**config.mk**
```make
export PLATFORM = sky130hd
export DESIGN_NAME = mreg_pipe_flat
export DESIGN_NICKNAME = d
export VERILOG_FILES = /design/src/rtl/mreg_pipe_if.sv /design/src/rtl/mreg_pipe.sv /design/src/flat_wrapper.sv
export SDC_FILE = /design/constraint.sdc
export NUM_CORES = 1
export LEC_CHECK = 0
export CELL_PAD_IN_SITES_DETAIL_PLACEMENT = 1
export CELL_PAD_IN_SITES_GLOBAL_PLACEMENT = 1
export CORE_ASPECT_RATIO = 1.4
export CORE_UTILIZATION = 29
export DETAILED_ROUTE_END_ITERATION = 16
export PLACE_DENSITY = 0.77
export SETUP_SLACK_MARGIN = 0.3
export SLEW_MARGIN = 15
export SYNTH_ARGS = -nofsm -noshare
export SYNTH_HDL_FRONTEND = slang
export SYNTH_SLANG_ARGS = --single-unit
```
**constraint.sdc**
```tcl
create_clock -name CLK -period 1.69 [get_ports CLK]
set_input_delay 0.2535 -clock CLK [delete_from_list [all_inputs] [get_ports CLK]]
set_output_delay 0.2535 -clock CLK [all_outputs]
set_load 0.01 [all_outputs]
```
**src/rtl/mreg_pipe_if.sv**
```systemverilog
// Multiplier-product bus for mreg_pipe: chain enable, product in, and
// registered product / occupancy out.
interface mreg_pipe_if #(
  parameter int WIDTH = 48,
  parameter int OCCW  = 3
);
  logic             CEM;
  logic [WIDTH-1:0] M;
  logic             M_VLD;
  logic [WIDTH-1:0] M_mux;
  logic             M_mux_vld;
  logic             BUSY;
  logic [OCCW-1:0]  OCC;

  modport master (
    output CEM, M, M_VLD,
    input  M_mux, M_mux_vld, BUSY, OCC
  );

  modport slave (
    input  CEM, M, M_VLD,
    output M_mux, M_mux_vld, BUSY, OCC
  );
endinterface

```
**src/rtl/mreg_pipe.sv**
```systemverilog
// Configurable 0..4 stage multiplier-output register chain with per-stage valid
// bits and an occupancy counter. Define MREG_PIPE_FLUSH_EN to add the FLUSHM port.
module mreg_pipe #(
  parameter int WIDTH = 48,
  parameter int DEPTH = 1,
  parameter int OCCW  = 3
) (
  input  logic CLK,
  input  logic RSTM,
`ifdef MREG_PIPE_FLUSH_EN
  input  logic FLUSHM,
`endif
  mreg_pipe_if.slave bus
);

  if (DEPTH == 0) begin : gen_bypass
    // No state at all: the product and its qualifier pass straight through.
    logic unused_ctrl;
`ifdef MREG_PIPE_FLUSH_EN
    assign unused_ctrl = ^{CLK, RSTM, bus.CEM, FLUSHM};
`else
    assign unused_ctrl = ^{CLK, RSTM, bus.CEM};
`endif

    assign bus.M_mux     = bus.M;
    assign bus.M_mux_vld = bus.M_VLD;
    assign bus.BUSY      = 1'b0;
    assign bus.OCC       = '0;
  end else begin : gen_pipe
    logic [WIDTH-1:0] q_q [DEPTH];
    logic [WIDTH-1:0] q_d [DEPTH];
    logic [DEPTH-1:0] v_q;
    logic [DEPTH-1:0] v_d;
    logic [OCCW-1:0]  occ_q;
    logic [OCCW-1:0]  occ_d;

    always_comb begin
      q_d   = q_q;
      v_d   = v_q;
      occ_d = occ_q;
      if (bus.CEM) begin
        // Data loads every enabled edge; only the valid bit records M_VLD.
        q_d[0] = bus.M;
        v_d[0] = bus.M_VLD;
        for (int k = 1; k < DEPTH; k++) begin
          q_d[k] = q_q[k-1];
          v_d[k] = v_q[k-1];
        end
        occ_d = occ_q + OCCW'(bus.M_VLD) - OCCW'(v_q[DEPTH-1]);
      end
`ifdef MREG_PIPE_FLUSH_EN
      // Flush invalidates the whole chain, drops any incoming product, keeps data.
      if (FLUSHM) begin
        q_d   = q_q;
        v_d   = '0;
        occ_d = '0;
      end
`endif
    end

    always_ff @(posedge CLK or posedge RSTM) begin
      if (RSTM) begin
        q_q   <= '{default: '0};
        v_q   <= '0;
        occ_q <= '0;
      end else begin
        q_q   <= q_d;
        v_q   <= v_d;
        occ_q <= occ_d;
      end
    end

    assign bus.M_mux     = q_q[DEPTH-1];
    assign bus.M_mux_vld = v_q[DEPTH-1];
    assign bus.BUSY      = |v_q;
    assign bus.OCC       = occ_q;
  end

endmodule

```
**src/flat_wrapper.sv**
```systemverilog
// flat-port wrapper written by rule: the top's interface ports become plain ports
module mreg_pipe_flat 
#(
  parameter int WIDTH = 48,
  parameter int DEPTH = 1,
  parameter int OCCW  = 3
)
  (CLK, RSTM, bus_CEM, bus_M, bus_M_VLD, bus_M_mux, bus_M_mux_vld, bus_BUSY, bus_OCC);
  mreg_pipe_if #(.WIDTH(WIDTH), .OCCW(OCCW)) bus_i ();
  input  logic CLK;
  input  logic RSTM;
  input wire logic [$bits(bus_i.CEM)-1:0] bus_CEM;
  input wire logic [$bits(bus_i.M)-1:0] bus_M;
  input wire logic [$bits(bus_i.M_VLD)-1:0] bus_M_VLD;
  output wire logic [$bits(bus_i.M_mux)-1:0] bus_M_mux;
  output wire logic [$bits(bus_i.M_mux_vld)-1:0] bus_M_mux_vld;
  output wire logic [$bits(bus_i.BUSY)-1:0] bus_BUSY;
  output wire logic [$bits(bus_i.OCC)-1:0] bus_OCC;
  assign bus_i.CEM = bus_CEM;
  assign bus_i.M = bus_M;
  assign bus_i.M_VLD = bus_M_VLD;
  assign bus_M_mux = bus_i.M_mux;
  assign bus_M_mux_vld = bus_i.M_mux_vld;
  assign bus_BUSY = bus_i.BUSY;
  assign bus_OCC = bus_i.OCC;
  mreg_pipe #(.WIDTH(WIDTH), .DEPTH(DEPTH), .OCCW(OCCW)) u_core (.CLK(CLK), .RSTM(RSTM), .bus(bus_i));
endmodule
```
* Word-level counts from Yosys, hierarchy flattened
Cells that the tools add are included.
** Word-level totals
- Flip-flop bits (word level) :: 52
- Output and inout bits :: 53
- Bits of input ports :: 52
- Logic and storage cells :: 5
** Cells by class
- Add/sub/neg operators :: 2
** Operators with widths (count)
- $add 3x1->3 :: 1
- $sub 3x1->3 :: 1

* Logic depth before layout (Yosys ltp)
Gate-level depths: netlist of run 1.
- Word-level depth :: 2
- Mapped depth :: 9
- Gate-level depth less buffers :: 9

* Least setup slack after synthesis of run 1
OpenSTA, ideal clock, no wires.
- Path kind :: register -> register
- From :: register u_core.gen_pipe.occ_q[0] (netlist: u_core.bus.OCC[0])
- To :: register u_core.gen_pipe.occ_q[2] (netlist: u_core.bus.OCC[2])
- Path buffers :: 0
- Cell stages (with the launch flop) :: 10
- Period minus slack after synthesis :: 1739 ps
- Path slack :: -49 ps
- Library setup time :: 124 ps
- Data arrival time :: 1614 ps
- Cells stage by stage :: dfrtp_1 > inv_1 > ha_1 > inv_1 > ha_1 > inv_1 > fa_1 > xor2_1 > nand2_1 > xnor2_1
** On the way
- Cells in the longest elaborated chain, start to end :: 2
** Ends and longest elaborated chain
- from (decl) :: line mreg_pipe.sv:34 : logic [OCCW-1:0] occ_q;
- from (signal assigned) :: line mreg_pipe.sv:65 : occ_q <= '0;
- from (signal assigned) :: line mreg_pipe.sv:69 : occ_q <= occ_d;
- $add 3x1->3 :: line mreg_pipe.sv:49 : occ_d = occ_q + OCCW'(bus.M_VLD) - OCCW'(v_q[DEPTH-1]);
- $sub 3x1->3 :: line mreg_pipe.sv:49
Every way passes these cells.
A chain may end at the register's enable or synchronous reset.

* Worst setup path in the final report of run 1
- From :: register u_core.gen_pipe.v_q (netlist: u_core.bus.BUSY)
- To :: register u_core.gen_pipe.occ_q[2] (netlist: u_core.bus.OCC[2])
** On the way
- Cells in the longest elaborated chain, start to end :: 1
** Ends and longest elaborated chain
- from (decl) :: line mreg_pipe.sv:32 : logic [DEPTH-1:0] v_q;
- from (signal assigned) :: line mreg_pipe.sv:68 : v_q <= v_d;
- $sub 3x1->3 :: line mreg_pipe.sv:49
Every way passes these cells.

==> reports/qor.txt, run 1 <==
status: finished, violations left
violated checks: negative setup slack
first-pass GRT wire length: 8.60 mm
Final Hold Vio Count: 0
clock slew at reported path FFs: 90 ps
VDD IR-drop max: 0.522 mV
power density cells: 942 mW/mm²
io pins: 105
Yosys warning count: 0
PnR worst setup slack: -6.67 ps
Slew @ Worst Pin: 443 ps
WS Path Type: flop to flop
Pins Over Slew Limit: 0
via/cell ratio: 4.24
All-Layer GR Usage: 13.7%
DP HPWL: 3.88 mm
Post-Syn Nets: 177
setup TNS after final layout: -6.67 ps
synthesis-to-finish area growth: 53.6%
GR Overflow Total: 0
CTS root buf: clkbuf_8
M1 GR Usage: 16.7%
Cell Rows: 37
top post-synthesis cells by area: dfrtp_1, mux2_4, buf_12
Residual DRC: 0
layout cells sized above 1: 31.9%
Peak Freq: 589 MHz
Max Clock Skew: 1.03 ps
flop and latch count out of synthesis: 52
CTS H-tree lvls: 2
via count: 1409
post-synth top area share: 58.0%
fin crit share: 100%
worst hold path class: input pin to flop
gpl congestion: 0.679
Core Area: 0.00741 mm²
Arrival @ worst endpoint: 1880 ps
post-synthesis sequential area ratio: 58.0%
RSZ-0062 raised after global routing: yes
total power: 3.25 mW
DR pass1 iterations: 4
pre-CTS WS: -121 ps
met2 Resource Use GR: 23.9%
met3 usage: 2.92%
drt wl/cell: 15.8 µm
port bufs: 104
count leader, synth: dfrtp_1
Post-synth EDFFs: 0
Die Y: 106 µm
final setup fails: 1
drt total wl: 5.25 mm
CP Launch Type: flop
initial antenna violation count: 0
GRT Max-Usage Layer: met2
CTS sink count: 52
Req. time, crit path: 1870 ps
asr flop ratio synth: 100%
minimum clock period: 1700 ps
vias in the first global route: 1590
Avg Inst Size Synth: 18.4 µm²
antenna cells: 0
post-synth top area cell: dfrtp_1
critical path capture point type: flop
Skew-Pair Late Insertion Delay: 290 ps
P_leak: 1.64 nW
list of most frequent post-synthesis cells: dfrtp_1, mux2_4, inv_1
unique cell type count in the Yosys netlist: 15
Die X: 76.3 µm
antenna-violating nets left: 0
Iteration-0 DRC Markers: 36
Max Cap Violations: 0
Synth Flop Type: dfrtp_1
Initial Util: 30.3%
nets: 289
Post-CTS Hold Buffers: 0
Cell Area, Synth: 0.00224 mm²
die area: 0.00810 mm²
Worst slew margin: 70.5%
CTS tree: built
Clock Tree Buf Depth: 2
Num CTS Buffers: 5
CP Max Fanout: 2
post-synthesis cell count: 122
pin count of the biggest net entering global routing: 36
## worst max-delay path, stage by stage (launching register included)
cell,delay (ps)
dfrtp_1,420
ha_4,250
inv_2,60
ha_4,110
inv_2,30
fa_2,320
xor2_1,170
nand2_1,90
xnor2_1,130
## cells in the final DEF, fill, tap and decap left out, drive strengths merged, types with 2 or more instances in the layout
cell	instances
clkdlybuf4s50	50
nand2	2
dfrtp	52
ha	2
inv	4
mux2	49
dlygate4sd2	49
buf	9
clkbuf	8
## stage by stage
stage | util, % | std cells | instance area, µm² | hold WS, ps
CTS | 46.5 | 331 | 3440 | 315
global route | 46.5 | 332 | 3450 | 316
global placement | 45.3 | 321 | 3360 | 467
finish | 46.5 | 332 | 3450 | 322
floorplan | - | 122 | 2250 | 309
detailed placement | 45.3 | 321 | 3360 | 492
## path summary, 6_finish.rpt
check	start	to	slack [ps]	cells after the start
worst max-delay path	u_core.bus.BUSY	u_core.bus.OCC[2]	-7	8
worst min-delay path	bus_CEM	u_core.bus.OCC[1]	320	2
worst min register to register	u_core.bus.M_mux[41]	u_core.bus.M_mux[41]	510	1
min in group asynchronous	RSTM	u_core.bus.M_mux[22]	350	3
worst max register to register	u_core.bus.BUSY	u_core.bus.OCC[2]	-7	8
max in group asynchronous	RSTM	u_core.bus.M_mux[8]	940	3
## kinds of logic after synthesis
logic type | share of synthesized area [%]
AO/OA/AOI/OAI | 0.223
buffers and inverters | 5.91
AND/OR/NAND/NOR | 0.335
multiplexers | 32.7
adder cells (fa/ha/maj) | 2.01
XOR/XNOR | 0.781
flip-flops | 58.0
## what timing repair did
action	in CTS	in global routing
pin swaps	3	3
resized for setup	61	4
endpoints found under the setup margin	55	5
buffers inserted	2	1
## power breakdown
group | switching [mW] | leakage (nW) | internal [mW]
Combinational | 0.362 | 0.980 | 0.565
Sequential | 0.0899 | 0.607 | 1.40
Clock | 0.390 | 0.0552 | 0.440
Total | 0.842 | 1.64 | 2.40
## metal layers
layer  up-vias  wire [µm]
li1        633          -
met5         -          0
met3         4        221
met4         0         51
met2        49       2870
met1       723       2110
## cell type report
class | instances | area, µm²
flip-flops and latches | 52 | 1300
fillers | 772 | 3960
repair buffers | 112 | 1050
well taps | 97 | 121
clock inverters | 2 | 35.0
multi-input cells | 58 | 837
inverters | 5 | 22.5
clock buffers | 6 | 72.6
## sequential cells by signal, summed over array words and instances, names as in the netlist
register          count
u_core.bus.M_mux     48
u_core.bus.OCC        3
u_core.bus.BUSY       1
Note: power is estimated with default switching activity, not from simulation.
==> run 2: changes to the inputs <==
--- a/config.mk
+++ b/config.mk
@@ -8,11 +8,11 @@
 export CELL_PAD_IN_SITES_DETAIL_PLACEMENT = 1
 export CELL_PAD_IN_SITES_GLOBAL_PLACEMENT = 1
 export CORE_ASPECT_RATIO = 1.4
-export CORE_UTILIZATION = 29
+export CORE_UTILIZATION = 35
 export DETAILED_ROUTE_END_ITERATION = 16
-export PLACE_DENSITY = 0.77
+export PLACE_DENSITY = 0.87
 export SETUP_SLACK_MARGIN = 0.3
-export SLEW_MARGIN = 15
+export SLEW_MARGIN = 20
 export SYNTH_ARGS = -nofsm -noshare
 export SYNTH_HDL_FRONTEND = slang
 export SYNTH_SLANG_ARGS = --single-unit
==> constraint.sdc (replaced) <==
create_clock -name CLK -period 2.1 [get_ports CLK]
set_input_delay 0.315 -clock CLK [delete_from_list [all_inputs] [get_ports CLK]]
set_output_delay 0.315 -clock CLK [all_outputs]
set_load 0.01 [all_outputs]
==> run 2 against run 1 <==
  * The run now ends clean
  * Sequential power shrank 19%
  * Via count shrank 0.64%
  * Wire length shrank 5.5%
  * Largest cell class unchanged
  * Largest power group unchanged
  * Highest routed layer unchanged
==> reports/qor.txt, run 2 (synthesized netlist as in run 1, its figures left out) <==
Clock Tree Buf Depth: 2 (unchanged)
Slew @ Worst Pin: 575 ps (+133 ps)
CTS root buf: clkbuf_8
CP Max Fanout: 2 (unchanged)
max reg flops: 48 (unchanged)
first-pass GRT wire length: 8.06 mm (-6.3%)
Die Y: 96.7 µm (-8.8%)
Max Clock Skew: 4.19 ps (+3.16 ps)
CTS H-tree lvls: 2 (unchanged)
fin crit share: 83.1% (-17 points)
CP max stage delay: 390 ps (-30 ps)
P_leak: 1.56 nW (-5.1%)
Post-CTS Hold Buffers: 0 (unchanged)
nets: 287 (-0.69%)
commonest non-fill, non-tap cell in the layout: clkdlybuf4s50_1
Fillers: 607 (-21%)
most frequent cells in the layout: clkdlybuf4s50_1, dfrtp_1, mux2_4
clock slew at reported path FFs: 90 ps (about the same)
placed insts: 294 (-8.4%)
pin count of the biggest net entering global routing: 28 (-22%)
CP Launch Type: flop
gpl congestion: 0.667 (-1.8%)
Core Area: 0.00621 mm² (-16%)
Hold Slack: 394 ps (+72.4 ps)
port bufs: 104 (unchanged)
power density cells: 754 mW/mm² (-20%)
vias in the first global route: 1572 (-1.1%)
minimum clock period: 1740 ps (+48.0 ps)
Arrival @ worst endpoint: 1940 ps (+60 ps)
Peak Freq: 573 MHz (-2.8%)
Initial Util: 36.1% (+5.8 points)
via/cell ratio: 4.59 (+8.2%)
Levels on crit path: 8 (unchanged)
Die X: 69.7 µm (-8.7%)
cell family with most CP delay: adder cells
Iteration-0 DRC Markers: 46 (+28%)
VDD IR-drop max: 0.345 mV (-34%)
initial antenna violation count: 0 (unchanged)
die area: 0.00674 mm² (-17%)
Cell Rows: 34 (-8.1%)
drt wl/cell: 16.3 µm (+2.9%)
CTS sink count: 52 (unchanged)
Pins Over Slew Limit: 0 (unchanged)
All-Layer GR Usage: 15.3% (+1.7 points)
antenna cells: 0 (unchanged)
critical path capture point type: flop
layout cells sized above 1: 29.6% (-2.3 points)
drt total wl: 4.96 mm (-5.5%)
synthesis-to-finish area growth: 53.6% (unchanged)
Buf/Inv on CP: 2 (unchanged)
DP HPWL: 3.65 mm (-5.7%)
Post-Layout Cell Count: 305 (-8.1%)
Crit-path slowest cell: dfrtp_1
Residual DRC: 0 (unchanged)
Req. time, crit path: 2290 ps (+420 ps)
antenna-violating nets left: 0 (unchanged)
DR pass1 iterations: 2 (-2)
CTS tree: built
worst hold path class: input pin to async pin
WS Path Type: flop to flop
final setup fails: 0 (-1)
Skew-Pair Late Insertion Delay: 290 ps (about the same)
setup TNS after final layout: 0 ps (+6.67 ps)
Worst slew margin: 61.6% (-8.9 points)
status: completed
io pins: 105 (unchanged)
GR Overflow Total: 0 (unchanged)
Final Hold Vio Count: 0 (unchanged)
Num CTS Buffers: 5 (unchanged)
RSZ-0062 raised after global routing: yes
Max Cap Violations: 0 (unchanged)
cell with the most instances on the worst path: inv_2
Cell Chain, Critical Path: ha_1, inv_2, ha_4, inv_2, fa_2, xor2_1, nand2_1, xnor2_1
reg2reg path depth: 8 (unchanged)
via count: 1400 (-0.64%)
run 2: changes by cell type in the layout (fill, tap and decap cells not counted), moves of 2 or more:
| cell | change |
|---|---|
| buf_4 | -4 |
| clkbuf_2 | -2 |
| clkdlybuf4s50_1 | +53 |
| dlygate4sd2_1 | -49 |
run 2: worst register-to-register path: stages (launching register included):
cell and delay (ps):
dfrtp_1 390, ha_1 300, inv_2 80, ha_4 130
inv_2 40, fa_2 340, xor2_1 140, nand2_1 90
xnor2_1 130
run 2: metrics by stage:
| stage | setup WS (ps) | power [mW] | area [µm²] | utilization [%] |
|---|---|---|---|---|
| 3_3_place_gp | 273 | 1.96 | 3320 | 53.4 |
| 5_1_grt | 263 | 2.73 | 3450 | 55.5 |
| 3_5_place_dp | 190 | 1.99 | 3320 | 53.4 |
| 2_1_floorplan | 361 | 1.58 | 2240 | - |
| 6_report | 355 | 2.60 | 3450 | 55.5 |
| 4_1_cts | 302 | 2.60 | 3420 | 55.1 |
run 2: what timing repair did:
item / in CTS / in global routing
setup endpoints to repair: 1 / 1
pin swaps: 1 / 3
gates resized for setup: 0 / 5
setup buffers: 2 / 1
cloned: 0 / 0
run 2: path summary, 6_finish.rpt:
kind	slack, ps	startpoint	to
hold reg to reg	490	u_core.bus.OCC[2]	u_core.bus.OCC[2]
min in group CLK	490	u_core.bus.OCC[2]	u_core.bus.OCC[2]
setup reg to reg	360	u_core.bus.BUSY	u_core.bus.OCC[2]
max in group asynchronous	1170	RSTM	u_core.bus.M_mux[9]
setup / recovery	360	u_core.bus.BUSY	u_core.bus.OCC[2]
hold / removal	390	RSTM	u_core.bus.M_mux[16]
run 2: layout make-up:
class,instances,area [µm²],share of cell area (%)
flip-flops and latches,52,1300,37.8
repair buffers,110,1120,32.5
multi-input cells,58,825,23.9
well taps,72,90.1,2.61
clock buffers,6,82.6,2.40
inverters,5,18.8,0.545
clock inverters,2,10.0,0.290
run 2: layer usage:
layer  part of all wire, %  GRT usage [%]  routed length, µm
met1                    40           18.0               1970
met4                  0.99           4.62                 49
met2                    52           27.0               2580
met5                     0              0                  0
met3                   7.4           4.38                369
run 2: power by group:
part           internal, mW  switching [mW]
Clock                 0.264           0.321
Combinational         0.524           0.277
Sequential             1.12          0.0868
